**config.mk**
```make
export PLATFORM = sky130hd
export DESIGN_NAME = score_uart_reporter
export DESIGN_NICKNAME = d
export VERILOG_FILES = /design/src/rtl/score_uart_pkg.sv /design/src/rtl/bin2bcd_serial.sv /design/src/rtl/score_uart_reporter.sv
export SDC_FILE = /design/constraint.sdc
export NUM_CORES = 1
export LEC_CHECK = 0
export CAP_MARGIN = 5
export CORE_ASPECT_RATIO = 1.5
export CORE_MARGIN = 5
export CORE_UTILIZATION = 58
export CTS_BUF_LIST = sky130_fd_sc_hd__clkbuf_2 sky130_fd_sc_hd__clkbuf_4 sky130_fd_sc_hd__clkbuf_8
export DETAILED_ROUTE_END_ITERATION = 12
export PLACE_DENSITY = 0.85
export SLEW_MARGIN = 20
export SYNTH_ARGS = -nofsm -noshare
export SYNTH_HDL_FRONTEND = slang
export SYNTH_SLANG_ARGS = --single-unit
```
**constraint.sdc**
```tcl
create_clock -name clk -period 5.4 [get_ports clk]
set_clock_uncertainty 0.1 [all_clocks]
set_input_delay 0.54 -clock clk [delete_from_list [all_inputs] [get_ports clk]]
set_output_delay 0.54 -clock clk [all_outputs]
set_load 0.02 [all_outputs]
```
**src/rtl/score_uart_pkg.sv**
```systemverilog
// Shared state encoding, ASCII constants and frame sizing helpers
// for the score UART reporter.
package score_uart_pkg;

  typedef enum logic [1:0] {StIdle, StConvert, StSend, StWait} state_e;

  localparam logic [7:0] CH_S    = 8'h53;
  localparam logic [7:0] CH_ZERO = 8'h30;
  localparam logic [7:0] CH_CR   = 8'h0D;
  localparam logic [7:0] CH_LF   = 8'h0A;

  // 'S' + digits + CR + LF
  function automatic int unsigned frame_len(input int unsigned num_digits);
    return num_digits + 3;
  endfunction

  function automatic longint unsigned pow10(input int unsigned n);
    longint unsigned p;
    p = 1;
    for (int unsigned i = 0; i < n; i++) p = p * 10;
    return p;
  endfunction

endpackage

```
**src/rtl/bin2bcd_serial.sv**
```systemverilog
// Serial double-dabble converter: one bit per clock, done pulses exactly
// SCORE_W cycles after start with the BCD result stable on bcd.
module bin2bcd_serial #(
  parameter int unsigned SCORE_W    = 20,
  parameter int unsigned NUM_DIGITS = 5
) (
  input  logic                    clk,
  input  logic                    rst,
  input  logic                    start,
  input  logic [SCORE_W-1:0]      bin,
  output logic                    done,
  output logic [4*NUM_DIGITS-1:0] bcd
);

  localparam int unsigned CntW = $clog2(SCORE_W + 1);
  localparam int unsigned BcdW = 4 * NUM_DIGITS;

  logic [SCORE_W-1:0] shift_q;
  logic [BcdW-1:0]    bcd_q;
  logic [BcdW-1:0]    bcd_adj;
  logic [CntW-1:0]    cnt_q;
  logic               run_q;
  logic               done_q;

  always_comb begin
    bcd_adj = bcd_q;
    for (int d = 0; d < NUM_DIGITS; d++) begin
      if (bcd_q[4*d +: 4] >= 4'd5) bcd_adj[4*d +: 4] = bcd_q[4*d +: 4] + 4'd3;
    end
  end

  always_ff @(posedge clk or negedge rst) begin
    if (!rst) begin
      shift_q <= '0;
      bcd_q   <= '0;
      cnt_q   <= '0;
      run_q   <= 1'b0;
      done_q  <= 1'b0;
    end else begin
      done_q <= 1'b0;
      if (start) begin
        // The first shift is folded into the load (nothing to adjust yet),
        // so the last shift lands exactly SCORE_W cycles after start.
        bcd_q   <= BcdW'(bin[SCORE_W-1]);
        shift_q <= bin << 1;
        cnt_q   <= CntW'(1);
        run_q   <= 1'b1;
      end else if (run_q) begin
        bcd_q   <= (bcd_adj << 1) | BcdW'(shift_q[SCORE_W-1]);
        shift_q <= shift_q << 1;
        cnt_q   <= cnt_q + CntW'(1);
        if (cnt_q == CntW'(SCORE_W - 1)) begin
          run_q  <= 1'b0;
          done_q <= 1'b1;
        end
      end
    end
  end

  assign done = done_q;
  assign bcd  = bcd_q;

endmodule

```
**src/rtl/score_uart_reporter.sv**
```systemverilog
// Formats the player score as "S<digits>\r\n" and feeds it byte-by-byte to
// the UART byte transmitter over its dv/active/done handshake.
module score_uart_reporter
  import score_uart_pkg::*;
#(
  parameter int unsigned SCORE_W    = 20,
  parameter int unsigned NUM_DIGITS = 5
) (
  input  logic               clk,
  input  logic               rst,
  input  logic [SCORE_W-1:0] score,
  input  logic               force_send,
  input  logic               tx_active,
  input  logic               tx_done,
  output logic               tx_dv,
  output logic [7:0]         tx_byte,
  output logic               busy,
  output logic               frame_done
);

  localparam int unsigned     FRAME_LEN = frame_len(NUM_DIGITS);
  localparam int unsigned     IdxW      = $clog2(FRAME_LEN + 1);
  localparam longint unsigned SatLimit  = pow10(NUM_DIGITS);

  state_e               state_q, state_d;
  logic [SCORE_W-1:0]   last_sent_q, last_sent_d;
  logic                 pending_q, pending_d;
  logic [IdxW-1:0]      idx_q, idx_d;
  logic                 tx_dv_q, tx_dv_d;
  logic [7:0]           tx_byte_q, tx_byte_d;
  logic                 busy_q, busy_d;
  logic                 frame_done_q, frame_done_d;

  logic                    conv_start;
  logic                    conv_done;
  logic [SCORE_W-1:0]      score_sat;
  logic [4*NUM_DIGITS-1:0] bcd;
  logic [3:0]              digit;
  logic [7:0]              frame_byte;

  // Scores that don't fit in NUM_DIGITS are shown as all nines.
  assign score_sat = (64'(score) >= SatLimit) ? SCORE_W'(SatLimit - 1) : score;

  bin2bcd_serial #(
    .SCORE_W    (SCORE_W),
    .NUM_DIGITS (NUM_DIGITS)
  ) u_bin2bcd (
    .clk   (clk),
    .rst   (rst),
    .start (conv_start),
    .bin   (score_sat),
    .done  (conv_done),
    .bcd   (bcd)
  );

  always_comb begin
    digit = '0;
    for (int d = 0; d < NUM_DIGITS; d++) begin
      if (idx_q == IdxW'(NUM_DIGITS - d)) digit = bcd[4*d +: 4];
    end
    if (idx_q == '0)                           frame_byte = CH_S;
    else if (idx_q <= IdxW'(NUM_DIGITS))       frame_byte = CH_ZERO + {4'b0, digit};
    else if (idx_q == IdxW'(NUM_DIGITS + 1))   frame_byte = CH_CR;
    else                                       frame_byte = CH_LF;
  end

  always_comb begin
    state_d      = state_q;
    last_sent_d  = last_sent_q;
    pending_d    = pending_q;
    idx_d        = idx_q;
    tx_dv_d      = 1'b0;
    tx_byte_d    = tx_byte_q;
    busy_d       = busy_q;
    frame_done_d = 1'b0;
    conv_start   = 1'b0;

    if (force_send && state_q != StIdle) pending_d = 1'b1;

    unique case (state_q)
      StIdle: begin
        if (score != last_sent_q || force_send || pending_q) begin
          conv_start  = 1'b1;
          last_sent_d = score;
          pending_d   = 1'b0;
          busy_d      = 1'b1;
          idx_d       = '0;
          state_d     = StConvert;
        end
      end
      StConvert: begin
        if (conv_done) state_d = StSend;
      end
      StSend: begin
        if (!tx_active) begin
          tx_dv_d   = 1'b1;
          tx_byte_d = frame_byte;
          state_d   = StWait;
        end
      end
      StWait: begin
        if (tx_done) begin
          if (idx_q == IdxW'(FRAME_LEN - 1)) begin
            idx_d        = '0;
            frame_done_d = 1'b1;
            busy_d       = 1'b0;
            state_d      = StIdle;
          end else begin
            idx_d   = idx_q + IdxW'(1);
            state_d = StSend;
          end
        end
      end
    endcase
  end

  always_ff @(posedge clk or negedge rst) begin
    if (!rst) begin
      state_q      <= StIdle;
      last_sent_q  <= '0;
      pending_q    <= 1'b0;
      idx_q        <= '0;
      tx_dv_q      <= 1'b0;
      tx_byte_q    <= '0;
      busy_q       <= 1'b0;
      frame_done_q <= 1'b0;
    end else begin
      state_q      <= state_d;
      last_sent_q  <= last_sent_d;
      pending_q    <= pending_d;
      idx_q        <= idx_d;
      tx_dv_q      <= tx_dv_d;
      tx_byte_q    <= tx_byte_d;
      busy_q       <= busy_d;
      frame_done_q <= frame_done_d;
    end
  end

  assign tx_dv      = tx_dv_q;
  assign tx_byte    = tx_byte_q;
  assign busy       = busy_q;
  assign frame_done = frame_done_q;

endmodule

```
==> results by group, run 1 <==
Setup path
  – Cell Chain, Critical Path: clkdlybuf4s50_1 -> xor2_1 -> nor4_1 -> and3_1 -> a21boi_4 -> buf_4 -> buf_4 -> mux2i_1
  – Reg-to-Reg Start: last_sent_q[11]$_DFFE_PN0P_
  – Reg2reg setup slack: 2.71 ns
  – Worst Path Buf+Inv: 3
  – Reg2reg path depth: 7
  – Worst-path maximum fanout: 48
  – Setup CP Type: primary input to register
  – CP most frequent cell: buf_4
  – Nature of the critical path endpoint: register
  – Largest stage delay on the critical path: 0.62 ns
  – Crit-path leading delay family: buffers and inverters
  – Slowest CP cell: buf_4
  – CP startpoint kind: primary input
  – Reg2reg end: u_bin2bcd.shift_q[14]$_DFFE_PN0P_
  – Worst Path Arrival: roughly 3.2 ns
  – Worst EP required: 5.58 ns

Final layout
  – Final Instance Area: 0.00519 mm2
  – Layout area overhead: 13.4%
  – ANT cells: 0
  – Final Net Count: 501
  – Commonest non-fill, non-tap cell in the layout: dfrtp_1
  – Most frequent cells in the layout: 82 x dfrtp_1, 40 x nand2_1, 34 x nor2_1, 34 x mux2i_1, 33 x clkdlybuf4s50_1
  – Fraction of layout cells with a size suffix above 1: 0.114

CTS
  – Postcts setup bufs: 0
  – Worst-Skew Late Latency: 0.36 ns
  – CTS Root Cell: clkbuf_8
  – Post_cts resized: 0
  – CTS tree: done
  – Total clock buffers created by CTS: 9
  – Cts hold-fix bufs: 0
  – Clock Sinks: 83
  – CTS HTree Levels: 3
  – Clock Path Buffers: 2
  – Reg clk slew, reported paths: 0.07 ns

GRT
  – First-pass GRT wire length: 15100 um
  – Global route total overflow: 0
  – Met3 usage: 0.0419
  – GRT Util Overall: 0.197
  – Via count of the first global-routing pass: 3300
  – Largest net degree at the start of global routing: 84
  – GRT met1 Usage: 0.232
  – Met2 Resource Use GR: 0.342
  – Busiest grt layer: met2
  – Initial antenna violation count: 0

Die
  – Die ar.: between 0.009 and 0.01 mm2
  – Chip width: approximately 83 um
  – Core Region: 0.00766 mm2
  – # IOs: 36
  – Cell Rows: 39
  – Initial core utilization: 0.597
  – Die Y: 119 um

Logic synthesis
  – Synth Area in Simple Gates: 0.133
  – Synth Area in Adders: 0.0438
  – Multiplexer share of the synthesized area: 0.170
  – Flops & latches, synth: 83
  – Number of flops mapped to enable cells by yosys: 0
  – Synth cell types: 43
  – Syn_nets: 474
  – Largest family of logic cells by synthesized area: multiplexers
  – Synth async-reset ratio: 1.00
  – Synth Area in Compound Gates: 0.0946
  – Top_reg_cell synth: dfrtp_1
  – Syn Inst Count: 433
  – Sequential area share after synthesis: 0.454
  – Ys Warns: 0
  – Syn_area_per_cell: 10.6 um2
  – Synth Cell Area: 0.00458 mm2
  – Post-synthesis xor/xnor area fraction: 0.0651

Drt
  – Final ANT Viol Nets: 0
  – Detailed-route via count: 3189
  – Post-Route WL: 8970 um
  – DR vias/cell: approximately 5.6
  – Starting DRT DRC Count: 220
  – WL/cell: 15.8 um
  – First-pass iteration count of the detailed router: 4
  – Residual DRC count: 0

Run status
  – Run status: complete, no violations

Pwr
  – Clock network power share: 0.177
  – Total chip power: 2.96 mW
  – Switching power: 1.08 mW
  – Reg power frac: 0.397
  – P_leak: 2.33 nW
  – Switching part of the total: 0.365
  – P_int: 1.88 mW
  – Peak VDD IR: roughly 320 uV
  – Power Density: ~570 mW/mm2
  – Gate power share: 0.426

Placement
  – Post-DP HPWL: ~6300 um
  – Dpl ws: approximately 2.0 ns
  – # port buffers: 34
  – RD Place Congestion: 0.883
  – DP Area: 0.00495 mm2

STA
  – Final setup violation count: 0
  – Final period utilization: 0.561
  – Setup slack after layout: 2.37 ns
  – Fmax: 330 MHz
  – Pins Over Slew Limit: 0
  – Relative slew margins: 0.490
  – Post-layout min period: 3.03 ns
  – RSZ-0062 raised after global routing: no
  – Worst-Margin Slew: 0.764 ns
  – Fin. Hold Viols: 0
  – Setup TNS: 0 ns
  – Hold_ws: 0.101 ns

Job
  – Max cap viols: 0

Min path
  – Hold WC Path Type: primary input to async pin
==> area by class of cell <==
cell class / count / area, um2
Tap cell: 102 / 128
Inverter: 16 / 60.1
Multi-Input combinational cell: 313 / 2320
Sequential cell: 83 / 2080
Timing Repair Buffer: 37 / 364
Fill cell: 594 / 2470
Clock inverter: 5 / 103
Clock buffer: 10 / 131
==> metrics by stage <==
| stage | util | instances |
|---|---|---|
| final | 0.677 | 566 |
| after detailed placement | 0.646 | 551 |
| after global routing | 0.677 | 566 |
| after floorplan | - | 433 |
| after CTS | 0.676 | 566 |
| after global placement | 0.646 | 551 |
==> power by group through the flow <==
| stage | sequential (mW) | combinational [mW] | clock, mW |
|---|---|---|---|
| 2_1_floorplan | 1.12 | 1.01 | 0 |
| 3_3_place_gp | 1.17 | 1.21 | 0 |
| 3_5_place_dp | 1.18 | 1.26 | 0 |
| 4_1_cts | 1.17 | 1.28 | 0.536 |
| 5_1_grt | 1.21 | 1.41 | 0.559 |
| 6_report | 1.18 | 1.26 | 0.525 |
==> cell families (layout without fill, tap and decap cells) <==
logic type                 after synthesis  count (layout)
AOI/OAI and AO/OA                       69              69
xor gates and xnor gates                34              34
adders and majority gates               16              16
buffers and inverters                   37              68
DFF                                     83              83
muxes                                   65              65
other                                    1               1
and+or+nand+nor                        128             128
==> flip-flops by register name, indices dropped and copies added (netlist names) <==
signal	flops
busy	1
pending_q	1
idx_q	4
u_bin2bcd.cnt_q	5
tx_dv	1
state_q	2
frame_done	1
u_bin2bcd.run_q	1
u_bin2bcd.bcd	20
tx_byte	7
u_bin2bcd.done	1
last_sent_q	20
u_bin2bcd.shift_q	19
==> Yosys cell counts, types with 2 or more instances <==
cell type,n,share of area
dfrtp_1,83,0.45
nor2b_1,2,0.0027
xor2_1,8,0.015
or3_1,6,0.0082
mux2_2,8,0.020
a21o_1,4,0.0066
a31oi_1,2,0.0027
nand3b_1,6,0.0098
mux2_4,23,0.075
nand2_1,40,0.033
inv_1,15,0.012
o21ai_0,13,0.014
a2111oi_0,2,0.0038
buf_6,4,0.0098
nand4_1,6,0.0082
a211oi_1,3,0.0049
xnor2_1,26,0.050
nand2b_1,7,0.0096
nor3_1,6,0.0066
buf_2,4,0.0044
mux2i_1,34,0.074
o21a_1,2,0.0033
a21oi_1,28,0.031
o211ai_1,6,0.0098
ha_1,16,0.044
clkbuf_1,12,0.0098
nand3_1,16,0.018
and3_1,2,0.0027
nor4_1,2,0.0027
nor2_1,34,0.028
==> worst max path at each step <==
| stage | from | to | slack [ns] | cells past startpoint |
|---|---|---|---|---|
| floorplan | score[2] | last_sent_q[0]$_DFFE_PN0P_ | 3.41 | 6 |
| global placement | score[10] | u_bin2bcd.shift_q[15]$_DFFE_PN0P_ | 2.12 | 8 |
| detailed placement | score[11] | u_bin2bcd.shift_q[13]$_DFFE_PN0P_ | 2.02 | 8 |
| CTS | score[11] | u_bin2bcd.shift_q[13]$_DFFE_PN0P_ | 2.39 | 8 |
| global route | score[11] | u_bin2bcd.shift_q[13]$_DFFE_PN0P_ | 2.22 | 8 |
| finish | score[11] | u_bin2bcd.shift_q[14]$_DFFE_PN0P_ | 2.37 | 8 |
==> routing by layer <==
metal  vias to the layer above  wire [um]
met5                         -          0
met4                         0        240
met3                        19        334
met2                        66       4740
met1                      1546       3650
li1                       1558          -
Power figures use the tool's default switching activity.
==> run 2, diff against run 1 <==
==> constraint.sdc (replaced) <==
create_clock -name clk -period 3.16 [get_ports clk]
set_clock_uncertainty 0.1 [all_clocks]
set_input_delay 0.316 -clock clk [delete_from_list [all_inputs] [get_ports clk]]
set_output_delay 0.316 -clock clk [all_outputs]
set_load 0.02 [all_outputs]
==> run 2 against run 1 <==
Compared with the run above:
- register-to-register slack got worse by 1.7 ns
- non-clock buffer count rose by 2
- sequential power rose by 69%
- total power rose by 64%
- sequential cell count did not move
- die area did not move
- first-iteration DRC count fell by 20%
- critical endpoint is now u_bin2bcd.shift_q[2]$_DFFE_PN0P_
- critical path type unchanged
==> results by group, run 2 (same netlist as run 1, synthesis figures left out) <==
Final layout
  – Most frequent cells in the layout: 82 x dfrtp_1, 40 x nand2_1, 34 x nor2_1, 34 x mux2i_1, 33 x clkdlybuf4s50_1
  – Filler Cells Inserted: 582 (-2.0%)
  – Commonest non-fill, non-tap cell in the layout: dfrtp_1
  – Util after Layout: 0.672 (-0.00490)
  – Fraction of layout cells with a size suffix above 1: 0.118 (+0.00355)
  – ANT cells: 0 (unchanged)
  – Final Net Count: 503 (+0.40%)
  – Layout area overhead: 12.6%

Die
  – # IOs: 36 (unchanged)
  – Core Region: 0.00766 mm2 (unchanged)
  – Cell Rows: 39 (unchanged)
  – Chip width: 82.5 um (unchanged)
  – Initial core utilization: 0.597 (unchanged)
  – Die Y: 119 um (unchanged)
  – Die ar.: 0.00980 mm2 (unchanged)

CTS
  – Clock Sinks: 83 (unchanged)
  – Total clock buffers created by CTS: 9 (unchanged)
  – CTS Root Cell: clkbuf_8
  – Reg clk slew, reported paths: 0.09 ns (+0.02 ns)
  – Postcts setup bufs: 0 (unchanged)
  – Worst-Skew Late Latency: 0.35 ns (about the same)
  – CTS HTree Levels: 3 (unchanged)
  – Clock Path Buffers: 2 (unchanged)
  – CTS tree: done

Setup path
  – Reg2reg setup slack: 1.03 ns (-1.68 ns)
  – Setup CP Type: primary input to register
  – Reg-to-Reg Start: last_sent_q[18]$_DFFE_PN0P_
  – Worst Path Arrival: 2.35 ns (-0.86 ns)
  – Worst-path maximum fanout: 71 (+48%)
  – Reg2reg path depth: 6 (-1)
  – CP startpoint kind: primary input
  – Reg2reg end: u_bin2bcd.shift_q[2]$_DFFE_PN0P_
  – Worst EP required: 3.30 ns (-2.28 ns)
  – Cell Chain, Critical Path: clkdlybuf4s50_1 -> xnor2_1 -> nand4_1 -> nor4_4 -> a21boi_4 -> buf_12 -> mux2_4
  – Largest stage delay on the critical path: 0.59 ns (-0.03 ns)
  – Worst Path Buf+Inv: 2 (-1)
  – Slowest CP cell: clkdlybuf4s50_1
  – Crit-path leading delay family: buffers and inverters
  – Nature of the critical path endpoint: register

Drt
  – Detailed-route via count: 3258 (+2.2%)
  – DR vias/cell: 5.73 (+1.6%)
  – Residual DRC count: 0 (unchanged)
  – First-pass iteration count of the detailed router: 6 (+2)
  – Starting DRT DRC Count: 177 (-20%)
  – Post-Route WL: 9170 um (+2.2%)
  – Final ANT Viol Nets: 0 (unchanged)
  – WL/cell: 16.1 um (+1.7%)

Min path
  – Hold WC Path Type: register to register
  – Hold path cells: 2
  – Hold endpoint: tx_byte[6]$_DFFE_PN0P_
  – Hold path start: tx_byte[6]$_DFFE_PN0P_

Placement
  – Dpl ws: 0.593 ns (-1.42 ns)
  – Post-DP HPWL: 6490 um (+2.8%)
  – RD Place Congestion: 0.879 (-0.44%)
  – # port buffers: 34 (unchanged)

STA
  – Fin. Hold Viols: 0 (unchanged)
  – Setup TNS: 0 ns (unchanged)
  – Fmax: 453 MHz
  – Final setup violation count: 0 (unchanged)
  – Final period utilization: 0.698
  – Setup slack after layout: 0.953 ns (-1.42 ns)
  – Hold_ws: 0.379 ns (+0.278 ns)
  – RSZ-0062 raised after global routing: no
  – Relative slew margins: 0.481 (-0.00947)
  – Post-layout min period: around 2.2 ns
  – Worst-Margin Slew: 0.779 ns (+0.0142 ns)
  – Pins Over Slew Limit: 0 (unchanged)

Pwr
  – P_leak: 2.31 nW (-0.82%)
  – Peak VDD IR: 597 uV (+88%)
  – Power Density: 941 mW/mm2 (+65%)

GRT
  – Global route total overflow: 0 (unchanged)
  – Via count of the first global-routing pass: 3351 (+1.5%)
  – First-pass GRT wire length: 15600 um (+3.3%)
  – Largest net degree at the start of global routing: 84 (unchanged)
  – GRT Util Overall: 0.203 (+0.00644)
  – Initial antenna violation count: 0 (unchanged)

Run status
  – Run status: complete, no violations

Job
  – Max cap viols: 0 (unchanged)
[run 2: layer usage]
metal | GRT usage | part of all wire | up-vias
li1 | - | - | 1566
met1 | 0.248 | 0.40 | 1609
met2 | 0.346 | 0.54 | 64
met3 | 0.0274 | 0.032 | 19
met4 | 0.0951 | 0.031 | 0
met5 | 0 | 0 | -
[run 2: worst max-delay path by stage]
| stage | start | endpoint | slack (ns) | cells after the start |
|---|---|---|---|---|
| floorplan | last_sent_q[7]$_DFFE_PN0P_ | last_sent_q[0]$_DFFE_PN0P_ | 1.33 | 6 |
| global placement | score[7] | last_sent_q[10]$_DFFE_PN0P_ | 0.66 | 7 |
| detailed placement | score[7] | last_sent_q[2]$_DFFE_PN0P_ | 0.59 | 7 |
| CTS | score[7] | last_sent_q[2]$_DFFE_PN0P_ | 0.96 | 7 |
| global route | score[7] | last_sent_q[11]$_DFFE_PN0P_ | 0.90 | 7 |
| finish | score[7] | u_bin2bcd.shift_q[2]$_DFFE_PN0P_ | 0.95 | 7 |
[run 2: final cells by class]
type | count | area [um2] | share of cell area
clock buffer | 11 | 139 | 0.0270
inverter | 16 | 60.1 | 0.0117
timing repair buffer | 39 | 394 | 0.0765
sequential | 83 | 2080 | 0.404
clock inverter | 5 | 30.0 | 0.00583
tap | 102 | 128 | 0.0248
multi-input combinational | 313 | 2320 | 0.451
[run 2: where the power goes]
part,internal (mW),leakage (nW),total [mW],switching [mW]
combinational,1.14,1.22,2.17,1.03
clock,0.299,0.0859,0.675,0.376
sequential,1.55,1.01,2.00,0.448
[run 2: worst register-to-register path, stage by stage, from the launching register on]
cell and delay, ns:
dfrtp_1 0.40, xnor2_1 0.25, nand4_1 0.18, nor4_4 0.39
a21boi_4 0.11, buf_12 0.25, mux2_4 0.35
[run 2: timing repair]
item | 4_1_cts | 5_1_grt
gates resized for setup | 0 | 0
hold buffers | 0 | 1
endpoints found under the hold margin | 0 | 67
[run 2: stage by stage]
step | cells | power [mW] | area (um2)
6_report | 569 | 4.85 | 5150
5_1_grt | 569 | 5.23 | 5150
4_1_cts | 568 | 4.87 | 5140
3_5_place_dp | 552 | 4.19 | 4970
3_3_place_gp | 552 | 4.05 | 4970
2_1_floorplan | 433 | 3.64 | 4580
==> RTL edit 1 (config.mk and constraints of run 1) <==
`SCORE_W` is set to 20 in 2 places; all go to 40.
--- a/src/rtl/bin2bcd_serial.sv
+++ b/src/rtl/bin2bcd_serial.sv
@@ -1,7 +1,7 @@
 // Serial double-dabble converter: one bit per clock, done pulses exactly
 // SCORE_W cycles after start with the BCD result stable on bcd.
 module bin2bcd_serial #(
-  parameter int unsigned SCORE_W    = 20,
+  parameter int unsigned SCORE_W    = 40,
   parameter int unsigned NUM_DIGITS = 5
 ) (
   input  logic                    clk,
--- a/src/rtl/score_uart_reporter.sv
+++ b/src/rtl/score_uart_reporter.sv
@@ -3,7 +3,7 @@
 module score_uart_reporter
   import score_uart_pkg::*;
 #(
-  parameter int unsigned SCORE_W    = 20,
+  parameter int unsigned SCORE_W    = 40,
   parameter int unsigned NUM_DIGITS = 5
 ) (
   input  logic               clk,
Interface: changed (resized score); port bits go from 36 to 56. The function was not compared with the original's and may differ.
==> RTL edit 1 against run 1 <==
- routed wire length grew 54%
- register-to-register slack lost 0.17 ns
- synthesized area grew 40%
- worst setup slack lost 0.038 ns
- critical path type unchanged
- largest cell class is now sequential cells
- sequential cell count grew 41
- global-route usage grew 2.9 points
- utilization grew 0.98 points
- total power grew 43%
- final area grew 45%
- sequential share of layout area grew 1.2 points
- via count grew 48%
==> RTL edit 1: results <==
group,metric,value,unit
outcome,status,"finished clean",
layout,nClkBuffers,23,
critical_path,worstSetupEndpoint,"u_bin2bcd.shift_q[4]$_DFFE_PN0P_",
critical_path,crit_path_top_delay_cell,"clkdlybuf4s50_1",
global_route,use_met3,5.43,%
layout,finalNonFillerCells,819,
placed_design,gp_congestion,0.885,
layout,area.share.sequential,41.3,%
layout,nets,720,
layout,nonClkBufAreaFrac,8.13,%
critical_path,reg2reg_setup_slack,2.54,ns
synthesis,synthMuxAreaShare,13.9,%
power,power.clock.fraction,22.3,%
floorplan,n_tap_cell,147,
placed_design,placed_cells,785,
detailed_routing,via_count,4725,
critical_path,startpoint,"score[15]",
detailed_routing,drt_pass1_iterations,5,
layout,fillCellCount,831,
detailed_routing,first_iter_violations,281,
layout,non_clock_buffer_count,59,
critical_path,arrival,3.27,ns
synthesis,top_post_synthesis_cells_by_count,"dfrtp_1, nor2_1, xnor2_1",
global_route,grt_use_met1,26.1,%
layout,n_all_inverters,19,
detailed_routing,drt_wl_total,13800,um
critical_path,critical_path.reg2reg.startpoint,"state_q[0]$_DFFE_PN0P_",
clock_tree,cts_max_level,4,
global_route,first_pass_grt_wire_length,23300,um
[RTL edit 1: changes by cell type in the layout (fill, tap and decap cells not counted), moves of 7 or more]
cell,delta
dfrtp_1,+41
nor2_1,+34
mux2_2,+22
xnor2_1,+21
clkdlybuf4s50_1,+20
a21oi_1,+17
o21ai_0,+16
clkbuf_8,+13
mux2_4,-13
a211oi_1,+10
nor2b_1,+10
nand4_1,+7
[RTL edit 1: timing repair]
action,CTS,global route
resized for setup,0,0
hold endpoints to repair,0,28
hold buffers,0,1
[RTL edit 1: stage by stage]
| stage | total power, mW | setup slack (ns) | hold WS [ns] |
|---|---|---|---|
| after floorplan | 2.87 | 3.31 | 0.144 |
| after global routing | 4.52 | 2.19 | 0.396 |
| after global placement | 3.16 | 1.98 | 0.363 |
| after detailed placement | 3.28 | 1.94 | 0.370 |
| final | 4.22 | 2.33 | 0.384 |
| after CTS | 4.24 | 2.37 | 0.187 |
